==> src/rtl/uart_rx.sv <==
// UART receiver: start/data/optional parity/stop framing with per-frame latched PRESCALE.
// Define RX_SYNC_EN to add a two-flop input synchronizer on RX_IN (adds 2 cycles of latency).
module uart_rx #(
    parameter int DATA_WIDTH = 8
) (
    input  logic                  clk,
    input  logic                  RST,
    input  logic                  RX_IN,
    input  logic                  PAR_EN,
    input  logic                  PAR_TYP,
    input  logic [5:0]            PRESCALE,
    output logic [DATA_WIDTH-1:0] P_DATA,
    output logic                  DATA_VALID,
    output logic                  PAR_ERR,
    output logic                  STP_ERR,
    output logic [2:0]            cs_out
);

    localparam logic [2:0] IDLE   = 3'b000;
    localparam logic [2:0] START  = 3'b001;
    localparam logic [2:0] DATA   = 3'b011;
    localparam logic [2:0] PARITY = 3'b010;
    localparam logic [2:0] STOP   = 3'b110;

    localparam int BCW = (DATA_WIDTH > 1) ? $clog2(DATA_WIDTH) : 1;

    logic [2:0]            r_state;
    logic [5:0]            r_edgeCnt;
    logic [BCW-1:0]        r_bitCnt;
    logic [DATA_WIDTH-1:0] r_shift;
    logic [5:0]            r_prescale;
    logic                  r_parEn;
    logic                  r_parTyp;
    logic                  r_parFlag;
    logic                  r_stpFlag;

    logic                  w_rx;
    logic [5:0]            w_prescaleLegal;
    logic                  w_midBit;
    logic                  w_bitEnd;
    logic [5:0]            w_edgeNext;

`ifdef RX_SYNC_EN
    logic [1:0] r_sync;

    always_ff @(posedge clk) begin
        if (RST) begin
            r_sync <= 2'b11;
        end else begin
            r_sync <= {r_sync[0], RX_IN};
        end
    end

    assign w_rx = r_sync[1];
`else
    assign w_rx = RX_IN;
`endif

    // Unsupported oversampling ratios fall back to 8 so a bad setting still frames cleanly.
    always_comb begin
        w_prescaleLegal = 6'd8;
        case (PRESCALE)
            6'd8, 6'd16, 6'd32: w_prescaleLegal = PRESCALE;
            default:            w_prescaleLegal = 6'd8;
        endcase
    end

    assign w_midBit   = (r_edgeCnt == (r_prescale >> 1));
    assign w_bitEnd   = (r_edgeCnt == (r_prescale - 6'd1));
    assign w_edgeNext = w_bitEnd ? 6'd0 : (r_edgeCnt + 6'd1);
    assign cs_out     = r_state;

    always_ff @(posedge clk) begin
        if (RST) begin
            r_state    <= IDLE;
            r_edgeCnt  <= 6'd0;
            r_bitCnt   <= '0;
            r_shift    <= '0;
            r_prescale <= 6'd8;
            r_parEn    <= 1'b0;
            r_parTyp   <= 1'b0;
            r_parFlag  <= 1'b0;
            r_stpFlag  <= 1'b0;
            P_DATA     <= '0;
            DATA_VALID <= 1'b0;
            PAR_ERR    <= 1'b0;
            STP_ERR    <= 1'b0;
        end else begin
            DATA_VALID <= 1'b0;
            PAR_ERR    <= 1'b0;
            STP_ERR    <= 1'b0;
            case (r_state)
                IDLE: begin
                    // The detecting cycle counts as edge 0 of the start bit, hence edge_cnt starts at 1.
                    if (!w_rx) begin
                        r_state    <= START;
                        r_edgeCnt  <= 6'd1;
                        r_bitCnt   <= '0;
                        r_prescale <= w_prescaleLegal;
                        r_parEn    <= PAR_EN;
                        r_parTyp   <= PAR_TYP;
                        r_parFlag  <= 1'b0;
                        r_stpFlag  <= 1'b0;
                    end
                end
                START: begin
                    if (w_midBit && w_rx) begin
                        r_state   <= IDLE;
                        r_edgeCnt <= 6'd0;
                    end else begin
                        r_edgeCnt <= w_edgeNext;
                        if (w_bitEnd) begin
                            r_state <= DATA;
                        end
                    end
                end
                DATA: begin
                    r_edgeCnt <= w_edgeNext;
                    if (w_midBit) begin
                        r_shift <= DATA_WIDTH'({w_rx, r_shift} >> 1);
                    end
                    if (w_bitEnd) begin
                        if (r_bitCnt == BCW'(DATA_WIDTH - 1)) begin
                            r_bitCnt <= '0;
                            r_state  <= r_parEn ? PARITY : STOP;
                        end else begin
                            r_bitCnt <= r_bitCnt + 1'b1;
                        end
                    end
                end
                PARITY: begin
                    r_edgeCnt <= w_edgeNext;
                    if (w_midBit) begin
                        r_parFlag <= (w_rx != ((^r_shift) ^ r_parTyp));
                    end
                    if (w_bitEnd) begin
                        r_state <= STOP;
                    end
                end
                STOP: begin
                    r_edgeCnt <= w_edgeNext;
                    if (w_midBit && !w_rx) begin
                        r_stpFlag <= 1'b1;
                    end
                    // Any error keeps the previous good word on P_DATA.
                    if (w_bitEnd) begin
                        r_state <= IDLE;
                        if (!r_parFlag && !r_stpFlag) begin
                            P_DATA     <= r_shift;
                            DATA_VALID <= 1'b1;
                        end else begin
                            PAR_ERR <= r_parFlag;
                            STP_ERR <= r_stpFlag;
                        end
                    end
                end
                default: begin
                    r_state   <= IDLE;
                    r_edgeCnt <= 6'd0;
                    r_bitCnt  <= '0;
                end
            endcase
        end
    end

endmodule
==> config.mk <==
export PLATFORM = sky130hd
export DESIGN_NAME = uart_rx
export DESIGN_NICKNAME = d
export VERILOG_FILES = /design/src/rtl/uart_rx.sv
export SDC_FILE = /design/constraint.sdc
export NUM_CORES = 1
export LEC_CHECK = 0
export ABC_AREA = 1
export ABC_CLOCK_PERIOD_IN_PS = 1900
export CORE_MARGIN = 2
export CORE_UTILIZATION = 40
export CTS_CLUSTER_DIAMETER = 60
export DETAILED_ROUTE_END_ITERATION = 6
export GPL_ROUTABILITY_DRIVEN = 0
export PLACE_DENSITY_LB_ADDON = 0.08
export SETUP_SLACK_MARGIN = 0.2
export SYNTH_ARGS = -nofsm -noshare
export SYNTH_HDL_FRONTEND = slang
export SYNTH_SLANG_ARGS = --single-unit
==> constraint.sdc <==
create_clock -name clk -period 1.9 [get_ports clk]
set_input_delay 0.19 -clock clk [delete_from_list [all_inputs] [get_ports clk]]
set_output_delay 0.19 -clock clk [all_outputs]
set_load 0.1 [all_outputs]
### Word-level counts from Yosys, hierarchy flattened

Index checks and enable logic that the tools add are counted.
W data, S select, Z words.

| storage, ports and cells | value |
|---|---|
| register bits | 41 |
| input port bits | 11 |

| cells by class | value |
|---|---|
| muxes and demuxes | 24 |
| equality and inequality tests | 19 |
| add/sub/neg operators | 3 |
| reductions and logical operators | 22 |
| bitwise operators | 5 |

Operator list:

| cell | count |
|---|---|
| $mux W3 | 11 |
| $mux W6 | 4 |
| $pmux W6 S3 | 1 |
| $pmux W3 S5 | 1 |
| $ne A2 B2 Y1 const B | 7 |
| $reduce_and A3 Y1 | 4 |
| $reduce_or A3 Y1 | 4 |
| $pmux W3 S3 | 1 |
| $reduce_xor A8 Y1 | 1 |
| $add A6 B1 Y6 const B | 1 |
| $eq A3 B2 Y1 const B | 2 |
| $eq A3 B3 Y1 const B | 2 |
| $eq A6 B4 Y1 const B | 1 |
| $eq A6 B5 Y1 | 1 |
| $eq A6 B5 Y1 const B | 1 |
| $eq A6 B6 Y1 | 1 |
| $eq A6 B6 Y1 const B | 1 |
| $reduce_and A6 Y1 | 1 |
| $sub A6 B1 Y6 const B | 1 |
| $mux W1 | 4 |
| $not A1 Y1 | 4 |
| $pmux W1 S2 | 2 |
| $reduce_and A2 Y1 | 2 |
| $reduce_bool A2 Y1 | 2 |
| other kinds (9) | 13 |

### Logic depth before layout (Yosys ltp)

| depth | value |
|---|---|
| word-level depth | 5 |
| gate-level depth with buffers | 14 |

### Worst setup path before layout

OpenSTA, ideal clock, no wires.

| path | value |
|---|---|
| path kind | reg-to-reg |
| start point | reg r_state[2] (netlist: cs_out[2]) |
| end point | reg r_bitCnt[0] |
| path buffers | 0 |
| path slack | -0.305 ns |
| stages on the path, launching flop included | 10 |
| arrival time | 2.090 ns |
| library setup time | 0.115 ns |
| required time | 1.785 ns |
| cell sequence | dfxtp_1 -> nor2_1 -> inv_1 -> nor2_1 -> nand2_1 -> inv_1 -> nor3_1 -> nand3_1 -> nand2_1 -> nor2_1 |

| on the way | value |
|---|---|
| longest elaborated chain between the ends | 4 |

RTL lines:

| item | RTL line | text |
|---|---|---|
| from (decl) | 27 | `logic [2:0] r_state;` |
| from (signal assigned) | 125 | `r_state <= r_parEn ? PARITY : STOP;` |
| $eq A3 B3 Y1 (tied with other cells) | 92 | `case (r_state)` |
| $reduce_or A3 Y1 (no line) | -- |  |
| $not A1 Y1 (no line) | -- |  |
| $reduce_and A3 Y1 (no line) | -- |  |
| to (signal assigned) | 127 | `r_bitCnt <= r_bitCnt + 1'b1;` |
| to (decl) | 29 | `logic [BCW-1:0] r_bitCnt;` |

Several ways; a longest one is shown, not always the timed one.
A chain may end at the register's enable or synchronous reset.

### Worst setup path in the final report

| path | value |
|---|---|
| start point | reg r_prescale[0] |
| end point | reg r_state[0] (netlist: cs_out[0]) |

| on the way | value |
|---|---|
| longest elaborated chain between the ends | 4 |

RTL lines:

| item | RTL line | text |
|---|---|---|
| from (decl) | 31 | `logic [5:0] r_prescale;` |
| from (signal assigned) | 99 | `r_prescale <= w_prescaleLegal;` |
| $sub A6 B1 Y6 * | 69 | `assign w_bitEnd = (r_edgeCnt == (r_prescale - 6'd1));` |
| $eq A6 B6 Y1 * | 69 |  |
| $ne A3 B3 Y1 (no line) / $ne A2 B2 Y1 (equally long branches) | -- |  |
| $reduce_and A6 Y1 (no line) * | -- |  |

Every way passes the cells marked *; elsewhere a longest branch is shown, timed or not.

==> flow_summary.json <==
{
  "fin_worst_skew_ns": 0.00906,
  "numPortBuffers": 24,
  "rrSetupSlack_ns": 0.21,
  "hold_viol": 0,
  "seqPwrFrac_pct": 33.2,
  "cts_root_buf": "clkbuf_8",
  "antenna_found_initial": 0,
  "status": "finished, final reports clean",
  "setup_violations": 0,
  "arrival_ns": 1.88,
  "die_x_um": 78.6,
  "cts.sinks": 41,
  "crit_path_max_incr_delay_ns": 0.36,
  "synth_cell_types": 25,
  "r2r_start": "r_prescale[0]",
  "routed_via_density": 4.78,
  "path_cells": "inv_4 -> ha_4 -> xnor2_2 -> nor2_2 -> nand2_1 -> nor2_1 -> nand3_2 -> nand2_2 -> nand3_1 -> nand2_1 -> nor2_1",
  "drive_above_1_share_pct": 21.2,
  "rsz0062_at_grt": "true",
  "switching_share_pct": 42.6,
  "fin_crit_ns": 1.69,
  "grt_pass1_wl_mm": 8.60,
  "postSynthAreaPerCell_um2": 6.61,
  "synth_area_um2": 2230,
  "setup_tns_ns": 0,
  "cts_tree": "built",
  "dp_hpwl_mm": 3.72,
  "first_iter_violations": 95,
  "reg2reg_depth": 11,
  "max_freq_mhz": 592,
  "grt_overflow": 0,
  "critical_path_depth": 11,
  "htreeDepth": 2,
  "start_util_pct": 40.9,
  "core_um2": 5440,
  "p_leak_uw": 0.00134,
  "cp_max_fo": 5,
  "worstMarginPinSlew_ns": 0.471,
  "antenna_left": 0,
  "drc": 0,
  "area.growth.synth_to_final_pct": 28.9,
  "clock_latency_ns": 0.29,
  "clk_pin_slew_ns": 0.08,
  "p_per_area_nw_per_um2": 1190,
  "crit_buf_inv": 1,
  "max_slew_margin_pct": 68.5,
  "routed_wirelength_mm": 5.24,
  "p_int_uw": 1960,
  "syn_inst": 337,
  "yosys_warnings": 0,
  "hold_depth": 1,
  "period_share_pct": 88.8,
  "grt_pass1_vias": 1928,
  "crit_type": "reg2reg",
  "fp-row-count": 27,
  "io_pins": 25,
  "routedWlPerCell_um": 11.7,
  "drv_cap": 0,
  "ir_worst_vdd_mv": 0.662,
  "cp.required_ns": 2.09,
  "clkPwrFrac_pct": 21.6,
  "cp_top_family": "simple AND/OR/NAND/NOR gates",
  "antenna_cells": 0,
  "synth_nets": 352,
  "die_y_um": 78.6,
  "grt_max_degree": 17,
  "crit_slowest_cell": "dfxtp_2",
  "hold_path_class": "reg2reg",
  "hold_start": "r_parFlag",
  "regToRegEndpoint": "cs_out[0]",
  "die_area_um2": 6180,
  "first_pass_iters": 4,
  "hold_end": "DATA_VALID",
  "track_usage_pct": 17.5,
  "clockBufferDepth": 2,
  "whs_ns": 0.458,
  "num_vias": 2151,
  "nets": 392,
  "fin_util_pct": 52.8,
  "critPathCaptureType": "flop",
  "synth-seq-cells": 41,
  "comb_power_share_pct": 45.2,
  "switchingPower_uw": 1450,
  "cts_buffers": 5,
  "ys_seq_area_share_pct": 36.9,
  "slew_viol_final": 0,
  "start_kind": "flop"
}
-- registers in the layout (all words and copies together), names as in the netlist --
| register | flops |
|---|---|
| r_parEn | 1 |
| P_DATA | 8 |
| r_prescale | 6 |
| DATA_VALID | 1 |
| r_parFlag | 1 |
| r_bitCnt | 3 |
| r_shift | 8 |
| STP_ERR | 1 |
| r_parTyp | 1 |
| PAR_ERR | 1 |
| cs_out | 3 |
| r_stpFlag | 1 |
| r_edgeCnt | 6 |
-- worst max path at each step --
stage,start,endpoint,slack (ns)
after CTS,r_prescale[1],P_DATA[7],0.18
after floorplan,r_prescale[0],r_bitCnt[0],0.21
final,r_prescale[0],cs_out[0],0.21
after global placement,r_prescale[0],P_DATA[1],0.11
after detailed placement,r_prescale[0],P_DATA[1],0.07
after global routing,r_prescale[0],P_DATA[4],0.09
-- cell usage after synthesis --
cell / instances / area (um^2)
nor2_2: 2 / 12.5
clkinv_1: 1 / 3.75
ha_1: 4 / 50.1
dfxtp_1: 41 / 821
a21oi_1: 18 / 90.1
nand3b_1: 1 / 7.51
nor4_1: 2 / 12.5
o21ai_0: 17 / 85.1
xor2_2: 1 / 16.3
xnor2_1: 8 / 70.1
nand3_1: 26 / 130
nand3_2: 1 / 10.0
a211oi_1: 1 / 7.51
buf_2: 1 / 5.00
clkbuf_8: 1 / 13.8
nand4_4: 1 / 21.3
nor3_1: 5 / 25.0
buf_6: 1 / 11.3
nor2_1: 60 / 225
nor2_4: 1 / 11.3
xor2_1: 10 / 87.6
clkbuf_1: 2 / 7.51
nand4_1: 3 / 18.8
nand2_1: 87 / 327
inv_1: 42 / 158
-- worst register-to-register path, cell delays in order (launching register included) --
cell	delay [ns]
dfxtp_2	0.36
inv_4	0.05
ha_4	0.24
xnor2_2	0.13
nor2_2	0.13
nand2_1	0.07
nor2_1	0.11
nand3_2	0.16
nand2_2	0.17
nand3_1	0.08
nand2_1	0.06
nor2_1	0.04
-- logic make-up after synthesis --
family | after synthesis | share of synthesized area (%)
AOI/OAI and AO/OA | 36 | 8.20
xor gates and xnor gates | 19 | 7.81
adders and majority gates | 4 | 2.25
buffers and inverters | 48 | 8.93
DFF | 41 | 36.9
and+or+nand+nor | 189 | 36.0
-- stage by stage --
stage / cells / setup slack, ns / cell area (um^2) / total power, uW
3_3_place_gp: 438 / 0.113 / 2570 / 2560
4_1_cts: 449 / 0.183 / 2750 / 3310
2_1_floorplan: 337 / 0.209 / 2240 / 2160
3_5_place_dp: 438 / 0.0720 / 2570 / 2550
5_1_grt: 450 / 0.0899 / 2870 / 3670
6_report: 450 / 0.212 / 2870 / 3410
-- placed cells by master, fill, tap and decap left out, types with 2 or more instances in the layout --
master and count:
clkbuf_8 6, xnor2_1 7, nand4_1 3, dfxtp_2 7, xor2_1 10, nand4_4 2, nand2_2 6, buf_4 26
inv_2 2, nor3_1 5, nor2_2 4, a21oi_2 6, nand3_2 8, ha_1 3, a21oi_1 12, dfxtp_4 3
inv_1 39, dfxtp_1 31, nor2_1 57, clkdlybuf4s50_1 10, nor2_4 2, o21ai_0 17, nand2_1 80, nand3_1 18
nor4_1 2
-- power groups by stage --
stage	Combinational (uW)	Clock (uW)	Sequential, uW
floorplan	809	0	1350
global placement	1410	0	1140
detailed placement	1410	0	1140
CTS	1430	756	1120
global route	1730	788	1160
finish	1540	737	1130
-- layer usage --
layer / share of wire (%) / track usage (%) / vias to the layer above
li1: - / - / 1142
met1: 47 / 22.1 / 979
met2: 49 / 30.3 / 26
met3: 2.6 / 3.45 / 4
met4: 0.95 / 4.74 / 0
met5: 0 / 0 / -
-- repair_timing --
item                       in CTS  in global routing
setup buffers                   2                  1
resized for setup               8                 34
pin swaps                       7                 15
hold buffers                    0                  0
setup endpoints to repair      21                 26
gates cloned                    1                  0
-- layout make-up --
cell class,count,area [um^2]
inverter,43,164
multi-input combinational,249,1350
tap,72,90.1
fill,557,2570
clock buffer,7,86.3
timing repair buffer,37,307
sequential,41,841
clock inverter,1,30.0
Power figures use the tool's default switching activity.
==> RTL change, RTL diff (same flow settings) <==
Set the parameter `DATA_WIDTH` to 16 (it was 8).
--- a/src/rtl/uart_rx.sv
+++ b/src/rtl/uart_rx.sv
@@ -3,3 +3,3 @@
 module uart_rx #(
-    parameter int DATA_WIDTH = 8
+    parameter int DATA_WIDTH = 16
 ) (
Ports: changed (resized P_DATA); port bits go from 25 to 33. No check against the original RTL was run, so the function may have changed too.
==> RTL change against the original RTL <==
Hold slack improved by 1.2 ps. Sequential cell count increased by 17. Sequential power increased by 26%. First-iteration DRC count increased by 18%. Synthesized area increased by 42%. Global-route usage increased by 0.59 points. Worst setup slack got worse by 180 ps. Maximum frequency decreased by 9.4%. Routed wire length increased by 51%. Total power increased by 21%. Clock skew about the same. Synthesized cell count increased by 50%. Count of clock-buffer cells in the layout increased by 6. Cell area increased by 45%.
==> RTL change: results (changes against the original RTL) <==
CP arrival=2110 ps (+230 ps); leading post-synthesis cells by cell area=dfxtp_1 37%, nand2_1 20%, inv_1 7.6%; metal3 WL=219 um (+60%); vias per cell=4.73 (-1.1%); met2 Usage GRT=0.299 (-0.00451); CP max FO=16 (+11); Setup Skew=8.60 ps (-0.468 ps); Seq/Total Area, Yosys=0.366 (-0.00261); Filler cells=800 (+44%); run status=complete, no violations; Mapped Nets=518 (+47%); met3 Usage GRT=0.0419 (+0.00742); largest net degree at the start of global routing=34 (+17); Worst-Skew Late Latency=350 ps (+60 ps); CTS H-tree depth=3 (+1); Hold/Removal Path Class=in -> reg; final WL=7920 um (+51%); CTS buffer count=9 (+4); Reg power frac=0.342 (+0.010); biggest regs=P_DATA: 16 flops, r_shift: 16 flops; share of post-route cells with drive strength above 1=0.232 (+0.0202); Hold Path Stages=3 (+2); Logic pwr share=0.342 (-0.110); wl on met1=3900 um (+57%); global-route wire length before repair=12600 um (+47%)
[RTL change: cell types whose count changed in the layout (fill, tap and decap cells not counted), moves of 5 or more]
cell / change
nand3_1: +9
clkbuf_8: +6
inv_1: +22
nand2_1: +74
nand2_2: +5
buf_4: +16
nor2_2: +5
a21oi_1: +17
dfxtp_1: +16
[RTL change: area by class of cell]
| type | instances | share of cell area |
|---|---|---|
| clock buffers | 13 | 0.0457 |
| clock inverters | 3 | 0.0102 |
| inverters | 70 | 0.0655 |
| multi-input cells | 362 | 0.437 |
| flip-flops and latches | 58 | 0.285 |
| well taps | 102 | 0.0307 |
| repair buffers | 59 | 0.126 |
[RTL change: stage by stage]
stage,instances,util,power [mW],worst slack (ps)
finish,667,0.542,4.14,36.2
global route,667,0.542,4.37,-104
CTS,656,0.508,3.92,149
detailed placement,636,0.469,2.58,50.5
global placement,636,0.469,2.57,116
floorplan,504,-,2.26,202
[RTL change: worst register-to-register path, cell delays in order (launching register included)]
cell and delay, ps:
dfxtp_2 350, inv_4 50, ha_4 270, xor2_2 170, nand2_1 70, nor2_1 100
nand2_1 90, nor2_4 130, nand4_4 160, clkbuf_16 230, nor2_1 100, nor2_1 50
[RTL change: timing repair]
item	in CTS	in global routing
setup buffers	4	8
resized for setup	10	47
pin swaps	3	13
setup endpoints to repair	36	46
gates cloned	0	3
[RTL change: path summary, 6_finish.rpt]
path	startpoint	end	slack (ps)
worst max-delay path	r_prescale[1]	P_DATA[11]	40
worst min-delay path	PAR_EN	r_parEn	460
worst max register to register	r_prescale[1]	P_DATA[11]	40
worst min register to register	r_stpFlag	STP_ERR	470
[RTL change: logic make-up after synthesis]
kind of cell / share of synthesized area
simple gates: 0.379
flops: 0.366
xor+xnor: 0.0434
buf+inv: 0.106
fa+ha+maj: 0.0118
compound gates: 0.0938
